<file path="config.mk">
export PLATFORM = sky130hd
export DESIGN_NAME = sd_dev_data_tx_sequencer_flat
export DESIGN_NICKNAME = d
export VERILOG_FILES = /design/src/rtl/sd_dev_data_tx_sequencer_if.sv /design/src/rtl/sd_dev_data_tx_sequencer.sv /design/src/flat_wrapper.sv
export SDC_FILE = /design/constraint.sdc
export NUM_CORES = 1
export LEC_CHECK = 0
export BUFFER_PORTS_ARGS = -buffer_cell sky130_fd_sc_hd__buf_2
export CORE_MARGIN = 2
export CORE_UTILIZATION = 35
export DETAILED_ROUTE_END_ITERATION = 7
export PLACE_DENSITY_LB_ADDON = 0.25
export REMOVE_ABC_BUFFERS = 1
export SYNTH_ARGS = -nofsm -noshare
export SYNTH_HDL_FRONTEND = slang
export SYNTH_SLANG_ARGS = --single-unit
</file>
<file path="constraint.sdc">
create_clock -name clk -period 2.9 [get_ports clk]
set_input_delay 0.29 -clock clk [delete_from_list [all_inputs] [get_ports clk]]
set_output_delay 0.29 -clock clk [all_outputs]
set_load 0.02 [all_outputs]
</file>
<file path="src/rtl/sd_dev_data_tx_sequencer_if.sv">
// Handshake and bus bundle for the SDIO 4-bit read-data transmitter.
//   i_stb         : one-clk SD-clock posedge strobe from the platform
//   i_start       : pulse, begin one block (size sampled with it)
//   i_abort       : pulse, terminate the current block at once
//   i_block_size  : bytes in the block
//   i_data        : payload byte, qualified by i_data_valid
//   o_data_ready  : byte accepted on a clk edge with valid && ready
//   o_sd_data_dir : 1 = device drives DAT[3:0]
//   o_sd_data_out : current nibble replicated as {nib,nib}
//   o_busy        : block in progress
//   o_done        : one-clk pulse after the end bit completes normally
//   o_underflow   : one-clk pulse per byte slot that found no byte buffered
// master = data source / controller side, slave = the sequencer.
interface sd_dev_data_tx_sequencer_if #(
  parameter int BLOCK_SIZE_W = 12
);
  logic                    i_stb;
  logic                    i_start;
  logic                    i_abort;
  logic [BLOCK_SIZE_W-1:0] i_block_size;
  logic [7:0]              i_data;
  logic                    i_data_valid;
  logic                    o_data_ready;
  logic                    o_sd_data_dir;
  logic [7:0]              o_sd_data_out;
  logic                    o_busy;
  logic                    o_done;
  logic                    o_underflow;

  modport master (
    output i_stb, i_start, i_abort, i_block_size, i_data, i_data_valid,
    input  o_data_ready, o_sd_data_dir, o_sd_data_out, o_busy, o_done, o_underflow
  );

  modport slave (
    input  i_stb, i_start, i_abort, i_block_size, i_data, i_data_valid,
    output o_data_ready, o_sd_data_dir, o_sd_data_out, o_busy, o_done, o_underflow
  );
endinterface

</file>
<file path="src/rtl/sd_dev_data_tx_sequencer.sv">
// Device-side SDIO read-data transmitter, 4-bit bus, SDR.
// Sequences one block per i_start: preamble (all ones), start bit, data nibbles
// (high nibble first), per-line CRC16 (MSB first) and end bit, advancing only on
// clk edges where bus.i_stb is high. A one-entry byte buffer prefetches payload.
// Ports:
//   clk : SD x2 clock, all logic on posedge
//   rst : synchronous active-high reset
//   bus : sd_dev_data_tx_sequencer_if.slave (handshake, PHY drive, status)
module sd_dev_data_tx_sequencer #(
  parameter int BLOCK_SIZE_W = 12,
  parameter int PREAMBLE_CYC = 1
) (
  input logic                       clk,
  input logic                       rst,
  sd_dev_data_tx_sequencer_if.slave bus
);
  localparam int PRE_W = (PREAMBLE_CYC > 1) ? $clog2(PREAMBLE_CYC) : 1;
  localparam logic [PRE_W-1:0] PRE_LAST = PRE_W'(PREAMBLE_CYC - 1);
  localparam logic [BLOCK_SIZE_W-1:0] ONE = BLOCK_SIZE_W'(1);

  typedef enum logic [2:0] {S_IDLE, S_PRE, S_START, S_DATA, S_CRC, S_END} state_t;

  state_t                  state_q, state_d;
  logic [BLOCK_SIZE_W-1:0] size_q, size_d;
  logic [BLOCK_SIZE_W-1:0] byte_cnt_q, byte_cnt_d;
  logic [BLOCK_SIZE_W-1:0] fetch_cnt_q, fetch_cnt_d;
  logic [PRE_W-1:0]        pre_cnt_q, pre_cnt_d;
  logic [3:0]              crc_cnt_q, crc_cnt_d;
  logic                    phase_q, phase_d;
  logic [7:0]              buf_q, buf_d;
  logic                    buf_full_q, buf_full_d;
  logic [7:0]              shift_q, shift_d;
  logic [3:0][15:0]        crc_q, crc_d, crc_upd;
  logic                    dir_q, dir_d;
  logic [7:0]              dout_q, dout_d;
  logic                    busy_q, busy_d;
  logic                    done_q, done_d;
  logic                    ufl_q, ufl_d;

  logic                    handshake;
  logic [7:0]              slot_byte;
  logic [3:0]              data_nib;
  logic [3:0]              crc_nib;

  assign bus.o_data_ready  = busy_q && !buf_full_q && (fetch_cnt_q < size_q);
  assign bus.o_sd_data_dir = dir_q;
  assign bus.o_sd_data_out = dout_q;
  assign bus.o_busy        = busy_q;
  assign bus.o_done        = done_q;
  assign bus.o_underflow   = ufl_q;

  assign handshake = bus.o_data_ready && bus.i_data_valid;

  // Byte for a slot starting now. A byte arriving on the very edge that opens
  // an empty slot is forwarded straight through instead of reporting underflow.
  always_comb begin
    slot_byte = 8'hFF;
    if (buf_full_q) begin
      slot_byte = buf_q;
    end else if (handshake) begin
      slot_byte = bus.i_data;
    end
    data_nib = phase_q ? shift_q[3:0] : slot_byte[7:4];
  end

  // One CRC16 (0x1021, MSB first) per data line; crc_nib taps the MSBs,
  // which are shifted out during the CRC phase.
  for (genvar gi = 0; gi < 4; gi++) begin : g_line
    assign crc_upd[gi] = {crc_q[gi][14:0], 1'b0} ^
                         ((crc_q[gi][15] ^ data_nib[gi]) ? 16'h1021 : 16'h0000);
    assign crc_nib[gi] = crc_q[gi][15];
  end

  always_comb begin
    state_d     = state_q;
    size_d      = size_q;
    byte_cnt_d  = byte_cnt_q;
    fetch_cnt_d = fetch_cnt_q;
    pre_cnt_d   = pre_cnt_q;
    crc_cnt_d   = crc_cnt_q;
    phase_d     = phase_q;
    buf_d       = buf_q;
    buf_full_d  = buf_full_q;
    shift_d     = shift_q;
    crc_d       = crc_q;
    dir_d       = dir_q;
    dout_d      = dout_q;
    busy_d      = busy_q;
    done_d      = 1'b0;
    ufl_d       = 1'b0;

    if (state_q == S_IDLE) begin
      // Abort in the same cycle drops the start.
      if (bus.i_start && !bus.i_abort && (bus.i_block_size != '0)) begin
        size_d      = bus.i_block_size;
        byte_cnt_d  = '0;
        fetch_cnt_d = '0;
        pre_cnt_d   = '0;
        crc_cnt_d   = '0;
        phase_d     = 1'b0;
        buf_full_d  = 1'b0;
        crc_d       = '0;
        busy_d      = 1'b1;
        state_d     = S_PRE;
      end
    end else if (bus.i_abort) begin
      state_d    = S_IDLE;
      dir_d      = 1'b0;
      dout_d     = 8'hFF;
      busy_d     = 1'b0;
      buf_full_d = 1'b0;
      phase_d    = 1'b0;
    end else begin
      if (handshake) begin
        buf_d       = bus.i_data;
        buf_full_d  = 1'b1;
        fetch_cnt_d = fetch_cnt_q + ONE;
      end
      if (bus.i_stb) begin
        case (state_q)
          S_PRE: begin
            dir_d  = 1'b1;
            dout_d = 8'hFF;
            if (pre_cnt_q == PRE_LAST) begin
              state_d = S_START;
            end else begin
              pre_cnt_d = pre_cnt_q + 1'b1;
            end
          end
          S_START: begin
            dout_d  = 8'h00;
            state_d = S_DATA;
          end
          S_DATA: begin
            dout_d = {data_nib, data_nib};
            crc_d  = crc_upd;
            if (!phase_q) begin
              // Slot opens: the buffer is always drained (or bypassed) here.
              shift_d    = slot_byte;
              buf_full_d = 1'b0;
              phase_d    = 1'b1;
              if (!buf_full_q && !handshake) begin
                ufl_d       = 1'b1;
                fetch_cnt_d = fetch_cnt_q + ONE;
              end
            end else begin
              phase_d    = 1'b0;
              byte_cnt_d = byte_cnt_q + ONE;
              if (byte_cnt_q == size_q - ONE) begin
                state_d = S_CRC;
              end
            end
          end
          S_CRC: begin
            dout_d = {crc_nib, crc_nib};
            for (int k = 0; k < 4; k++) begin
              crc_d[k] = {crc_q[k][14:0], 1'b0};
            end
            crc_cnt_d = crc_cnt_q + 1'b1;
            if (crc_cnt_q == 4'd15) begin
              state_d = S_END;
            end
          end
          S_END: begin
            // phase_q marks that the end bit is already on the bus.
            dout_d = 8'hFF;
            if (!phase_q) begin
              phase_d = 1'b1;
            end else begin
              phase_d = 1'b0;
              dir_d   = 1'b0;
              busy_d  = 1'b0;
              done_d  = 1'b1;
              state_d = S_IDLE;
            end
          end
          default: state_d = S_IDLE;
        endcase
      end
    end
  end

  always_ff @(posedge clk) begin
    if (rst) begin
      state_q     <= S_IDLE;
      size_q      <= '0;
      byte_cnt_q  <= '0;
      fetch_cnt_q <= '0;
      pre_cnt_q   <= '0;
      crc_cnt_q   <= '0;
      phase_q     <= 1'b0;
      buf_q       <= '0;
      buf_full_q  <= 1'b0;
      shift_q     <= '0;
      crc_q       <= '0;
      dir_q       <= 1'b0;
      dout_q      <= 8'hFF;
      busy_q      <= 1'b0;
      done_q      <= 1'b0;
      ufl_q       <= 1'b0;
    end else begin
      state_q     <= state_d;
      size_q      <= size_d;
      byte_cnt_q  <= byte_cnt_d;
      fetch_cnt_q <= fetch_cnt_d;
      pre_cnt_q   <= pre_cnt_d;
      crc_cnt_q   <= crc_cnt_d;
      phase_q     <= phase_d;
      buf_q       <= buf_d;
      buf_full_q  <= buf_full_d;
      shift_q     <= shift_d;
      crc_q       <= crc_d;
      dir_q       <= dir_d;
      dout_q      <= dout_d;
      busy_q      <= busy_d;
      done_q      <= done_d;
      ufl_q       <= ufl_d;
    end
  end
endmodule

</file>
<file path="src/flat_wrapper.sv">
// flat-port wrapper written by rule: the top's interface ports become plain ports
module sd_dev_data_tx_sequencer_flat 
#(
  parameter int BLOCK_SIZE_W = 12,
  parameter int PREAMBLE_CYC = 1
)
  (clk, rst, bus_i_stb, bus_i_start, bus_i_abort, bus_i_block_size, bus_i_data, bus_i_data_valid, bus_o_data_ready, bus_o_sd_data_dir, bus_o_sd_data_out, bus_o_busy, bus_o_done, bus_o_underflow);
  sd_dev_data_tx_sequencer_if #(.BLOCK_SIZE_W(BLOCK_SIZE_W)) bus_i ();
  input logic clk;
  input logic rst;
  input wire logic [$bits(bus_i.i_stb)-1:0] bus_i_stb;
  input wire logic [$bits(bus_i.i_start)-1:0] bus_i_start;
  input wire logic [$bits(bus_i.i_abort)-1:0] bus_i_abort;
  input wire logic [$bits(bus_i.i_block_size)-1:0] bus_i_block_size;
  input wire logic [$bits(bus_i.i_data)-1:0] bus_i_data;
  input wire logic [$bits(bus_i.i_data_valid)-1:0] bus_i_data_valid;
  output wire logic [$bits(bus_i.o_data_ready)-1:0] bus_o_data_ready;
  output wire logic [$bits(bus_i.o_sd_data_dir)-1:0] bus_o_sd_data_dir;
  output wire logic [$bits(bus_i.o_sd_data_out)-1:0] bus_o_sd_data_out;
  output wire logic [$bits(bus_i.o_busy)-1:0] bus_o_busy;
  output wire logic [$bits(bus_i.o_done)-1:0] bus_o_done;
  output wire logic [$bits(bus_i.o_underflow)-1:0] bus_o_underflow;
  assign bus_i.i_stb = bus_i_stb;
  assign bus_i.i_start = bus_i_start;
  assign bus_i.i_abort = bus_i_abort;
  assign bus_i.i_block_size = bus_i_block_size;
  assign bus_i.i_data = bus_i_data;
  assign bus_i.i_data_valid = bus_i_data_valid;
  assign bus_o_data_ready = bus_i.o_data_ready;
  assign bus_o_sd_data_dir = bus_i.o_sd_data_dir;
  assign bus_o_sd_data_out = bus_i.o_sd_data_out;
  assign bus_o_busy = bus_i.o_busy;
  assign bus_o_done = bus_i.o_done;
  assign bus_o_underflow = bus_i.o_underflow;
  sd_dev_data_tx_sequencer #(.BLOCK_SIZE_W(BLOCK_SIZE_W), .PREAMBLE_CYC(PREAMBLE_CYC)) u_core (.clk(clk), .rst(rst), .bus(bus_i));
endmodule
</file>
Word level (Yosys, flattened, before mapping). Cells that the tools add are included. Widths: inputs -> output; s select.

Output and inout bits: 13. Flip-flop bits (word level): 134.

Multiplexer cells: 71. Equal/unequal tests: 15. $lt $le $gt $ge: 1. $add $sub $neg: 5. Bitwise logic cells: 14. Reductions and logical operators: 41.

Operators by type and width (count): $mux 64 (4); $mux 12 (13); $pmux 64 s2 (1); $xor 16x16->16 (4); $mux 13 (4); $mux 8 (4); $pmux 8 s4 (1); $mux 1 (27); $mux 3 (9); $add 12x1->12 const B (2); $mux 4 (6); $reduce_and 4->1 (5); $reduce_bool 3->1 (6); $ne 4x2->1 const B (4); $pmux 3 s5 (1); $eq 12x12->1 (1); $lt 12x12->1 (1); $reduce_bool 12->1 (1); $reduce_bool 2->1 (6); $sub 12x1->12 const B (1); $reduce_and 5->1 (2); $reduce_and 3->1 (3); $reduce_and 7->1 (1); $eq 3x2->1 const B (2); 20 further kinds (38).

Logic depth before layout (Yosys ltp). Gate-level depths: netlist of run 1.

Depth after elaboration: 14. Depth in mapped cells: 10. Gate-level depth less buffers: 9.

Worst setup path before layout of run 1. No wires, ideal clock.

Path type: reg2reg. Start point: reg u_core.size_q[10]. End point: reg u_core.buf_q[0]. Buffers on the path: 0. Data required time: 2.772 ns. Setup time: 0.128 ns. Stages on the path, launching flop included: 10. Arrival time: 2.522 ns. Setup slack: 0.251 ns. Path through: dfxtp_1 -> inv_1 -> ha_1 -> nand4_1 -> or4_1 -> or2_2 -> and2_1 -> nand2_1 -> mux2i_1 -> nor2_1.

Cells in the longest elaborated chain, start to end: 4.

RTL lines: from (decl) (RTL line sd_dev_data_tx_sequencer.sv:24) `logic [BLOCK_SIZE_W-1:0] size_q, size_d;`; from (signal assigned) (RTL line sd_dev_data_tx_sequencer.sv:203) `size_q <= size_d;`; $lt 12x12->1 (RTL line sd_dev_data_tx_sequencer.sv:45) `assign bus.o_data_ready = busy_q && !buf_full_q && (fetch_cnt_q < size_q);`; $logic_and 1x1->1 (RTL line sd_dev_data_tx_sequencer.sv:45); via bus_o_data_ready (RTL line flat_wrapper.sv:17) `output wire logic [$bits(bus_i.o_data_ready)-1:0] bus_o_data_ready;`; $logic_and 1x1->1 (RTL line sd_dev_data_tx_sequencer.sv:52) `assign handshake = bus.o_data_ready && bus.i_data_valid;`; $reduce_and 3->1 (no line); to (signal assigned) (RTL line sd_dev_data_tx_sequencer.sv:209) `buf_q <= buf_d;`; to (decl) (RTL line sd_dev_data_tx_sequencer.sv:30) `logic [7:0] buf_q, buf_d;`.

The timed path passes the listed nets, and every way through them passes these cells. A chain may end at the register's enable or synchronous reset.

Final worst setup path of run 1.
Start point: reg u_core.size_q[7]. End point: out bus_o_data_ready.

Cells in the longest elaborated chain, start to end: 2.

RTL lines (RTL line): $lt 12x12->1 (sd_dev_data_tx_sequencer.sv:45); $logic_and 1x1->1 (sd_dev_data_tx_sequencer.sv:45); to (decl) (flat_wrapper.sv:17).

No other way between the ends.

==> results of run 1 <==
==> sequential cells by signal, summed over array words and instances (netlist names) <==
register                  count
u_core.crc_q                 60
u_core.byte_cnt_q            12
u_core.fetch_cnt_q           12
u_core.size_q                12
u_core.buf_q                  8
u_core.bus.o_sd_data_out      4
u_core.crc_cnt_q              4
u_core.crc_nib                4
u_core.shift_q                4
u_core.state_q                3
u_core.buf_full_q             1
u_core.bus.o_busy             1
u_core.bus.o_done             1
u_core.bus.o_sd_data_dir      1
u_core.bus.o_underflow        1
u_core.phase_q                1
==> cells in the mapped netlist, types with 3 or more instances <==
master,instances
a21oi_1,98
buf_6,3
nor2_1,64
or3_1,9
nand2_1,117
nand4_1,13
nor3b_1,6
clkbuf_1,37
nand2b_1,7
o221ai_1,5
dfxtp_1,129
nor3_1,11
o2bb2a_1,3
mux2_2,4
o32a_1,4
ha_1,15
a31oi_1,15
a21o_1,3
inv_1,22
o21ai_0,20
mux2i_1,12
a22o_1,8
o211ai_1,9
nand3_1,71
buf_2,3
and3_1,6
xnor2_1,15
xor2_1,11
o31ai_1,7
buf_4,6
and2_1,3
or4_1,10
o32ai_1,6
==> cells in the final DEF (no fill, tap or decap), types with 6 or more instances in the layout <==
master and count:
a22o_1 8, ha_1 14, nor2_1 64, nand3_1 71, a31oi_1 15, dfxtp_1 121, buf_4 24, clkbuf_16 17
xnor2_1 15, nor3_1 10, o31ai_1 7, nand4_1 13, o211ai_1 9, and3_1 6, buf_2 37, o21ai_0 20
xor2_1 11, nand2b_1 7, mux2i_1 12, or3_1 9, dfxtp_2 7, a21oi_1 97, or4_1 9, inv_1 22
nor3b_1 6, nand2_1 116, o32ai_1 6
==> power breakdown <==
part	internal [mW]	switching [mW]
sequential	1.80	0.0256
combinational	0.185	0.331
clock	1.27	0.837
total	3.25	1.19
==> worst max-delay path: cells and delay by family (launching register included) <==
| kind | cells | cell delay (ns) |
|---|---|---|
| simple gates | 4 | 1.16 |
| flops | 1 | 0.37 |
| fa+ha+maj | 1 | 0.29 |
| buf+inv | 2 | 0.25 |
==> how the worst max path moves through the flow <==
stage	from	end	slack (ns)	cells past startpoint
4_1_cts	u_core.size_q[10]	bus_o_data_ready	0.002	7
3_5_place_dp	u_core.size_q[10]	u_core.crc_q[5]	0.19	10
5_1_grt	u_core.size_q[7]	bus_o_data_ready	0.009	7
6_report	u_core.size_q[7]	bus_o_data_ready	0.11	7
2_1_floorplan	bus_i_block_size[0]	u_core.byte_cnt_q[11]	-3.72	4
3_3_place_gp	u_core.size_q[6]	u_core.crc_q[5]	0.19	10
==> repair_timing <==
action	CTS	global route
buffers inserted	0	1
gates resized for setup	1	10
endpoints found under the setup margin	1	1
pin swaps	0	2
==> layout make-up <==
type | instances | area [sq um] | share of cell area [%]
inverters | 22 | 82.6 | 1.11
well taps | 229 | 287 | 3.86
clock buffers | 21 | 480 | 6.47
repair buffers | 62 | 385 | 5.19
clock inverters | 11 | 104 | 1.40
flip-flops and latches | 129 | 2590 | 34.9
multi-input cells | 589 | 3490 | 47.0
==> metal layers <==
metal	vias up	routed length (um)
met5	-	0
met4	0	315
met3	21	639
met2	112	7990
met1	2692	7800
li1	2905	-
==> stage by stage <==
step / cells / hold slack [ns] / util (%)
global placement: 1030 / 0.440 / 38.0
finish: 1063 / 0.103 / 41.5
detailed placement: 1030 / 0.442 / 38.0
floorplan: 740 / 0.359 / -
global route: 1063 / 0.103 / 41.5
CTS: 1062 / 0.0919 / 41.3
==> kinds of logic after synthesis <==
logic type	count (synthesis)	share of synthesized area (%)
adder cells (fa/ha/maj)	16	3.11
multiplexers	16	2.60
AO/OA/AOI/OAI	199	19.7
XOR/XNOR	27	3.84
AND/OR/NAND/NOR	331	24.9
buffers and inverters	74	5.24
flip-flops	129	40.6
==> flow_summary.json, run 1 <==
{
  "antenna_cells": 0,
  "slew_viol_final": 0,
  "relSlewSlack_pct": 47.3,
  "synth_top_area_share_pct": 40.6,
  "crit_chain": "inv_1 > ha_1 > nand2_1 > or4_4 > or2_2 > and2_1 > buf_2",
  "gr-total-overflow": 0,
  "maxCapViolations": 0,
  "fill_cells": 1782,
  "yosys.area.top_type": "dfxtp_1",
  "cp.required_ns": 2.61,
  "cts_tree": "done",
  "powerDensity_mw_per_mm2": 599,
  "drive_above_1_share_pct": 14.3,
  "path_class": "flip-flop to output pin",
  "ios": 39,
  "vias_per_cell": 5.39,
  "grtUsageTotal_pct": 17.7,
  "critPathMaxFanout": 6,
  "crit_path_start_kind": "flip-flop",
  "drc": 0,
  "setup_viol": 0,
  "busiest_layer": "met2",
  "root_buffer": "clkbuf_16",
  "die_h_um": 139,
  "final_area_sq_mm": 0.00743,
  "numCtsBuffers": 17,
  "holdPathStages": 3,
  "clkSinkCount": 129,
  "dpl_cell_area_sq_mm": 0.00681,
  "ys.warnings.count": 0,
  "globalRouteMet2Util_pct": 28.0,
  "yosysSeqAreaShare_pct": 40.6,
  "cts_max_level": 4,
  "ys_types": 67,
  "fp.dieW_um": 139,
  "post_drt_wl_per_cell_um": 15.8,
  "start_util_pct": 35.5,
  "dp_slack_ns": 0.186,
  "synthCells": 792,
  "worstPathArrival_ns": 2.50,
  "fin_crit_sh_pct": 96.1,
  "tightest_slew_ns": 0.785,
  "via_count": 5730,
  "drt-total-wl_mm": 16.8,
  "r2r_slack_ns": 0.20,
  "run_status": "complete, no violations",
  "netlist_area_sq_mm": 0.00635,
  "grt_max_degree": 68,
  "port_buffers": 38,
  "slowest_stage": "or4_4",
  "leakagePower_nw": 2.63,
  "hold_buffers": 0,
  "period_minus_slack_ns": 2.79,
  "grt_pass1_wl_mm": 27.3,
  "hold_class": "input pin to flip-flop",
  "drtPass1Iterations": 5,
  "ant_nets": 0,
  "use_met1_pct": 23.2,
  "area_growth_pct": 16.9,
  "syn_area_per_cell_sq_um": 8.02,
  "clock.fmax_mhz": 359,
  "cts_buffer_depth": 2,
  "reg2reg_from": "u_core.size_q[9]",
  "tns_ns": 0,
  "rsz0062_at_grt": "false",
  "min_to": "u_core.size_q[3]",
  "timing.rr.end": "u_core.fetch_cnt_q[6]",
  "die_area_sq_mm": 0.0193,
  "synth-seq-cells": 129,
  "min_from": "bus_i_block_size[3]",
  "cpPeakStageDelay_ns": 0.58,
  "synth_edf_count": 0,
  "async_reset_ff_share_pct": 0,
  "hold_viol_final": 0,
  "hpwl_mm": 11.3,
  "layout_setup_ws_ns": 0.112,
  "gp_congestion": 0.877,
  "total_power_mw": 4.45,
  "drt_iter0_drc": 331,
  "ys_top_cells_by_area": "dfxtp_1 (41%), a21oi_1 (7.7%), nand2_1 (6.9%), nand3_1 (5.6%), nor2_1 (3.8%)",
  "num_rows": 49,
  "worst_r2r_path_depth": 9,
  "nNetsFinal": 862,
  "globalRouteMet3Util_pct": 3.97,
  "finClkSkew_ns": 0.00998,
  "antenna_found_initial": 0,
  "grt_pass1_vias": 5226,
  "critPathCaptureType": "output pin",
  "clk_latency_ns": 0.43,
  "ir_worst_vdd_uv": 433,
  "coreArea_sq_mm": 0.0179,
  "yosys_most_used_dff": "dfxtp_1",
  "path_clk_slew_ns": 0.06
}
Note: power is estimated with default switching activity, not from simulation.
==> run 2, diff against run 1 <==
- GPL_TIMING_DRIVEN: not set -> 0
==> run 2 against run 1 <==
Net effect: fmax fell by 0.76%; largest cell class unchanged; setup slack lost 0.021 ns; hold slack worse by 0.0076 ns; total power shrank 1.4%; sequential share of layout area grew 0.075 points.
==> flow_summary.json, run 2 (synthesized netlist as in run 1, its figures left out) <==
{
  "run_status": "complete, no violations",
  "coreArea_sq_mm": 0.0179,
  "stdcell_count": 1051,
  "grt_pass1_wl_mm": 27.3,
  "num_rows": 49,
  "die_h_um": 139,
  "ios": 39,
  "layout_common_cells": "dfxtp_1 (121), nand2_1 (116), a21oi_1 (97)",
  "mostFrequentLayoutCell": "dfxtp_1",
  "cts_buffer_depth": 2,
  "rsz0062_at_grt": "false",
  "cts_max_level": 4,
  "critPathMaxFanout": 4,
  "slew_viol_final": 0,
  "antenna_found_initial": 0,
  "powerDensity_mw_per_mm2": 591,
  "grt_max_degree": 62,
  "slowest_stage": "or4_4",
  "worstPathArrival_ns": 2.52,
  "clk_latency_ns": 0.43,
  "clock.fmax_mhz": 356,
  "tightest_slew_ns": 1.01,
  "grtUsageTotal_pct": 17.5,
  "ir_worst_vdd_uv": 431,
  "post_drt_wl_per_cell_um": 15.8,
  "cts_tree": "done",
  "fp.dieW_um": 139,
  "critPathCaptureType": "output pin",
  "final_core_util_pct": 41.4,
  "gp_congestion": 0.800,
  "finClkSkew_ns": 0.0127,
  "gr-total-overflow": 0,
  "critPathBufInv": 2,
  "antenna_cells": 0,
  "drtPass1Iterations": 5,
  "clkSinkCount": 129,
  "r2r_slack_ns": 0.15,
  "crit_path_start_kind": "flip-flop",
  "root_buffer": "clkbuf_16",
  "crit_chain": "inv_1 > ha_1 > nand2_1 > or4_4 > or2_2 > and2_1 > buf_2",
  "relSlewSlack_pct": 32.3,
  "setup_viol": 0,
  "nNetsFinal": 850,
  "ant_nets": 0,
  "cp_top_family": "simple AND/OR/NAND/NOR gates",
  "numCtsBuffers": 17,
  "area_growth_pct": 16.7,
  "vias_per_cell": 5.43,
  "cpPeakStageDelay_ns": 0.54,
  "port_buffers": 38,
  "period_minus_slack_ns": 2.81,
  "path_class": "flip-flop to output pin",
  "dp_cells": 1014,
  "path_clk_slew_ns": 0.06,
  "drive_above_1_share_pct": 13.9,
  "largest-register": "u_core.crc_q",
  "hold_class": "input pin to flip-flop",
  "largest_reg_flops": 60,
  "drc": 0,
  "maxCapViolations": 0,
  "grt_pass1_vias": 5205,
  "fin_crit_sh_pct": 96.9,
  "start_util_pct": 35.5,
  "die_area_sq_mm": 0.0193,
  "drt_iter0_drc": 348,
  "via_count": 5708,
  "hold_buffers": 0,
  "hold_viol_final": 0,
  "leakagePower_nw": 2.59,
  "drt-total-wl_mm": 16.6,
  "hpwl_mm": 11.0,
  "cp.required_ns": 2.61
}
run 2: worst reg2reg max path, stage by stage (launching register included):
cell and delay (ns):
dfxtp_2 0.34, inv_2 0.06, ha_1 0.28, a21o_1 0.18, a21o_1 0.20, a221o_1 0.47, o22ai_4 0.20, nand3_1 0.23
or4b_1 0.56, a21oi_1 0.15
run 2: metal layers:
metal  vias up  part of all wire [%]  track usage [%]
met2        94                    47             27.9
met1      2709                    47             23.1
met4         0                   1.3             5.00
li1       2894                     -                -
met5         -                     0                0
met3        11                   3.9             5.35
run 2: final cells by class:
type	count	area [sq um]
fillers	1846	10500
multi-input cells	590	3530
flip-flops and latches	129	2600
clock buffers	19	443
repair buffers	49	359
well taps	229	287
clock inverters	13	114
inverters	22	82.6
run 2: power breakdown:
| group | internal, mW | leakage, nW | switching, mW | total, mW |
|---|---|---|---|---|
| registers | 1.80 | 1.04 | 0.0460 | 1.84 |
| clock network | 1.20 | 0.261 | 0.830 | 2.03 |
| logic | 0.194 | 1.29 | 0.321 | 0.515 |
run 2: path summary, 6_finish.rpt:
path	cells past startpoint	start	to
worst max-delay path	7	u_core.size_q[7]	bus_o_data_ready
worst min-delay path	3	bus_i_block_size[4]	u_core.size_q[4]
worst max register to register	9	u_core.size_q[9]	u_core.fetch_cnt_q[6]
worst min register to register	2	u_core.crc_q[34]	u_core.crc_q[35]
run 2: stage by stage:
| step | total power, mW | setup TNS, ns | hold WS (ns) | worst slack (ns) | area [sq um] |
|---|---|---|---|---|---|
| floorplan | 2.16 | -267.54 | 0.359 | -3.72 | 6100 |
| finish | 4.38 | 0 | 0.0959 | 0.0908 | 7420 |
| global route | 4.57 | 0 | 0.0784 | 0.00311 | 7420 |
| global placement | 2.33 | -601.77 | 0.438 | -8.42 | 6580 |
| detailed placement | 2.36 | -4.28 | 0.443 | -0.497 | 6760 |
| CTS | 4.42 | -0.0300 | 0.0920 | -0.0300 | 7370 |
run 2: repair_timing:
action,CTS,global route
resized for setup,9,13
setup buffers,1,3
setup endpoints to repair,26,31
cloned,1,0
pin swaps,2,2
==> run 3, diff against run 2 <==
- CORE_UTILIZATION: 35 -> 60
- clock period: 2.9 -> 2.78 ns (I/O delays scaled with it)
==> run 3 against run 2 <==
Net effect: combinational power grew 15%; total power grew 3.3%; wire length grew 1.2%; clock skew shrank 0.0024 ns; the run now ends with setup timing left; largest power group unchanged; flip-flop and latch count is the same; clock-buffer cell count shrank 1; register-to-register slack lost 0.08 ns; clock power is essentially flat; global-route usage grew 11 points; sequential share of layout area shrank 0.74 points; core utilization grew 32 points; critical endpoint unchanged; hold slack lost 0.090 ns.
==> flow_summary.json, run 3 (synthesized netlist as in run 1, its figures left out) <==
{
  "grt_max_degree": 99,
  "cts_buffer_depth": 2,
  "layout_common_cells": "dfxtp_1 (118), nand2_1 (114), a21oi_1 (97)",
  "nNetsFinal": 873,
  "relSlewSlack_pct": 36.0,
  "path_clk_slew_ns": 0.06,
  "total_power_mw": 4.53,
  "hpwl_mm": 10.5,
  "critPathCaptureType": "output pin",
  "grt_pass1_vias": 5489,
  "tightest_slew_ns": 0.956,
  "worst_r2r_path_depth": 10,
  "r2r_slack_ns": 0.07,
  "leakagePower_nw": 2.70,
  "run_status": "complete, but fails checks",
  "violations": "setup timing",
  "dpl_cell_area_sq_mm": 0.00665,
  "powerDensity_mw_per_mm2": 596,
  "drive_above_1_share_pct": 16.0,
  "numCtsBuffers": 17,
  "gp_congestion": 0.893,
  "coreArea_sq_mm": 0.0103,
  "grt_pass1_wl_mm": 26.3,
  "area_growth_pct": 19.6,
  "hold_class": "input pin to flip-flop",
  "final_area_sq_mm": 0.00760,
  "ant_nets": 0,
  "cts_tree": "done",
  "clkSinkCount": 129,
  "cts_max_level": 4,
  "crit_path_start_kind": "flip-flop",
  "layout_setup_ws_ns": -0.00901,
  "worstPathArrival_ns": 2.51,
  "dp_slack_ns": -0.741,
  "fin_crit_sh_pct": 100,
  "period_minus_slack_ns": 2.79,
  "largest-register": "u_core.crc_q",
  "drc": 0,
  "final_core_util_pct": 73.6,
  "mostFrequentLayoutCell": "dfxtp_1",
  "path_class": "flip-flop to output pin",
  "tns_ns": -0.00901,
  "globalRouteMet3Util_pct": 6.14,
  "gr-total-overflow": 0,
  "busiest_layer": "met2",
  "via_count": 6110,
  "rsz0062_at_grt": "true",
  "largest_reg_flops": 60,
  "critPathMaxFanout": 3,
  "num_rows": 37,
  "grtUsageTotal_pct": 29.0,
  "stdcell_count": 981,
  "vias_per_cell": 6.23,
  "hold_viol_final": 0,
  "finClkSkew_ns": 0.0104,
  "die_h_um": 107,
  "timing.rr.end": "u_core.crc_q[5]",
  "maxCapViolations": 0,
  "holdWs_ns": 0.00544,
  "clock.fmax_mhz": 359,
  "min_from": "bus_i_data[5]",
  "holdPathStages": 3,
  "clk_latency_ns": 0.55,
  "fp.dieW_um": 107,
  "slew_viol_final": 0,
  "drtPass1Iterations": 5,
  "ir_worst_vdd_uv": 558,
  "drt_iter0_drc": 508,
  "root_buffer": "clkbuf_8",
  "use_met1_pct": 38.2,
  "cp.required_ns": 2.50,
  "start_util_pct": 61.6,
  "ios": 39,
  "dp_cells": 921,
  "port_buffers": 38,
  "min_to": "u_core.buf_q[5]",
  "antenna_cells": 0,
  "setup_viol": 1,
  "globalRouteMet2Util_pct": 46.1,
  "antenna_found_initial": 0,
  "post_drt_wl_per_cell_um": 17.1,
  "drt-total-wl_mm": 16.8,
  "reg2reg_from": "u_core.size_q[11]",
  "die_area_sq_mm": 0.0114
}
-- run 3: area by class of cell --
| type | count | area, sq um |
|---|---|---|
| multi-input combinational | 590 | 3620 |
| clock inverter | 14 | 106 |
| clock buffer | 18 | 428 |
| tap | 136 | 170 |
| inverter | 22 | 85.1 |
| timing repair buffer | 72 | 586 |
| fill | 779 | 2720 |
| sequential | 129 | 2610 |
-- run 3: power breakdown --
group	switching, mW	internal [mW]	total (mW)	leakage, nW
logic	0.349	0.243	0.592	1.40
registers	0.0492	1.87	1.92	1.05
clock network	0.888	1.13	2.01	0.248
-- run 3: how the worst max path moves through the flow --
stage                              from                     to  slack (ns)
floorplan           bus_i_block_size[0]  u_core.byte_cnt_q[11]       -3.83
global placement    bus_i_block_size[0]   u_core.byte_cnt_q[9]       -7.41
detailed placement     u_core.size_q[9]  u_core.fetch_cnt_q[6]       -0.74
CTS                   u_core.size_q[11]       bus_o_data_ready       0.002
global route          u_core.size_q[11]       bus_o_data_ready       -0.07
finish                u_core.size_q[11]       bus_o_data_ready      -0.009
-- run 3: metal layers --
metal,vias up,routed length (um),share of wire [%]
met2,222,7920,47
met3,43,1100,6.6
met4,0,450,2.7
li1,2931,-,-
met5,-,0,0
met1,2914,7280,43
-- run 3: worst max-delay path, stage by stage (launching register included) --
cell     delay (ns)
dfxtp_2        0.36
inv_2          0.07
ha_4           0.27
nand4_1        0.13
or4_4          0.56
or2_4          0.27
and2_4         0.17
buf_6          0.13
-- run 3: what timing repair did --
action,4_1_cts,5_1_grt
pin swaps,3,7
gates resized for setup,22,22
buffers inserted,5,6
gates cloned,0,1
hold buffers,16,0
endpoints found under the hold margin,16,0
endpoints found under the setup margin,43,31
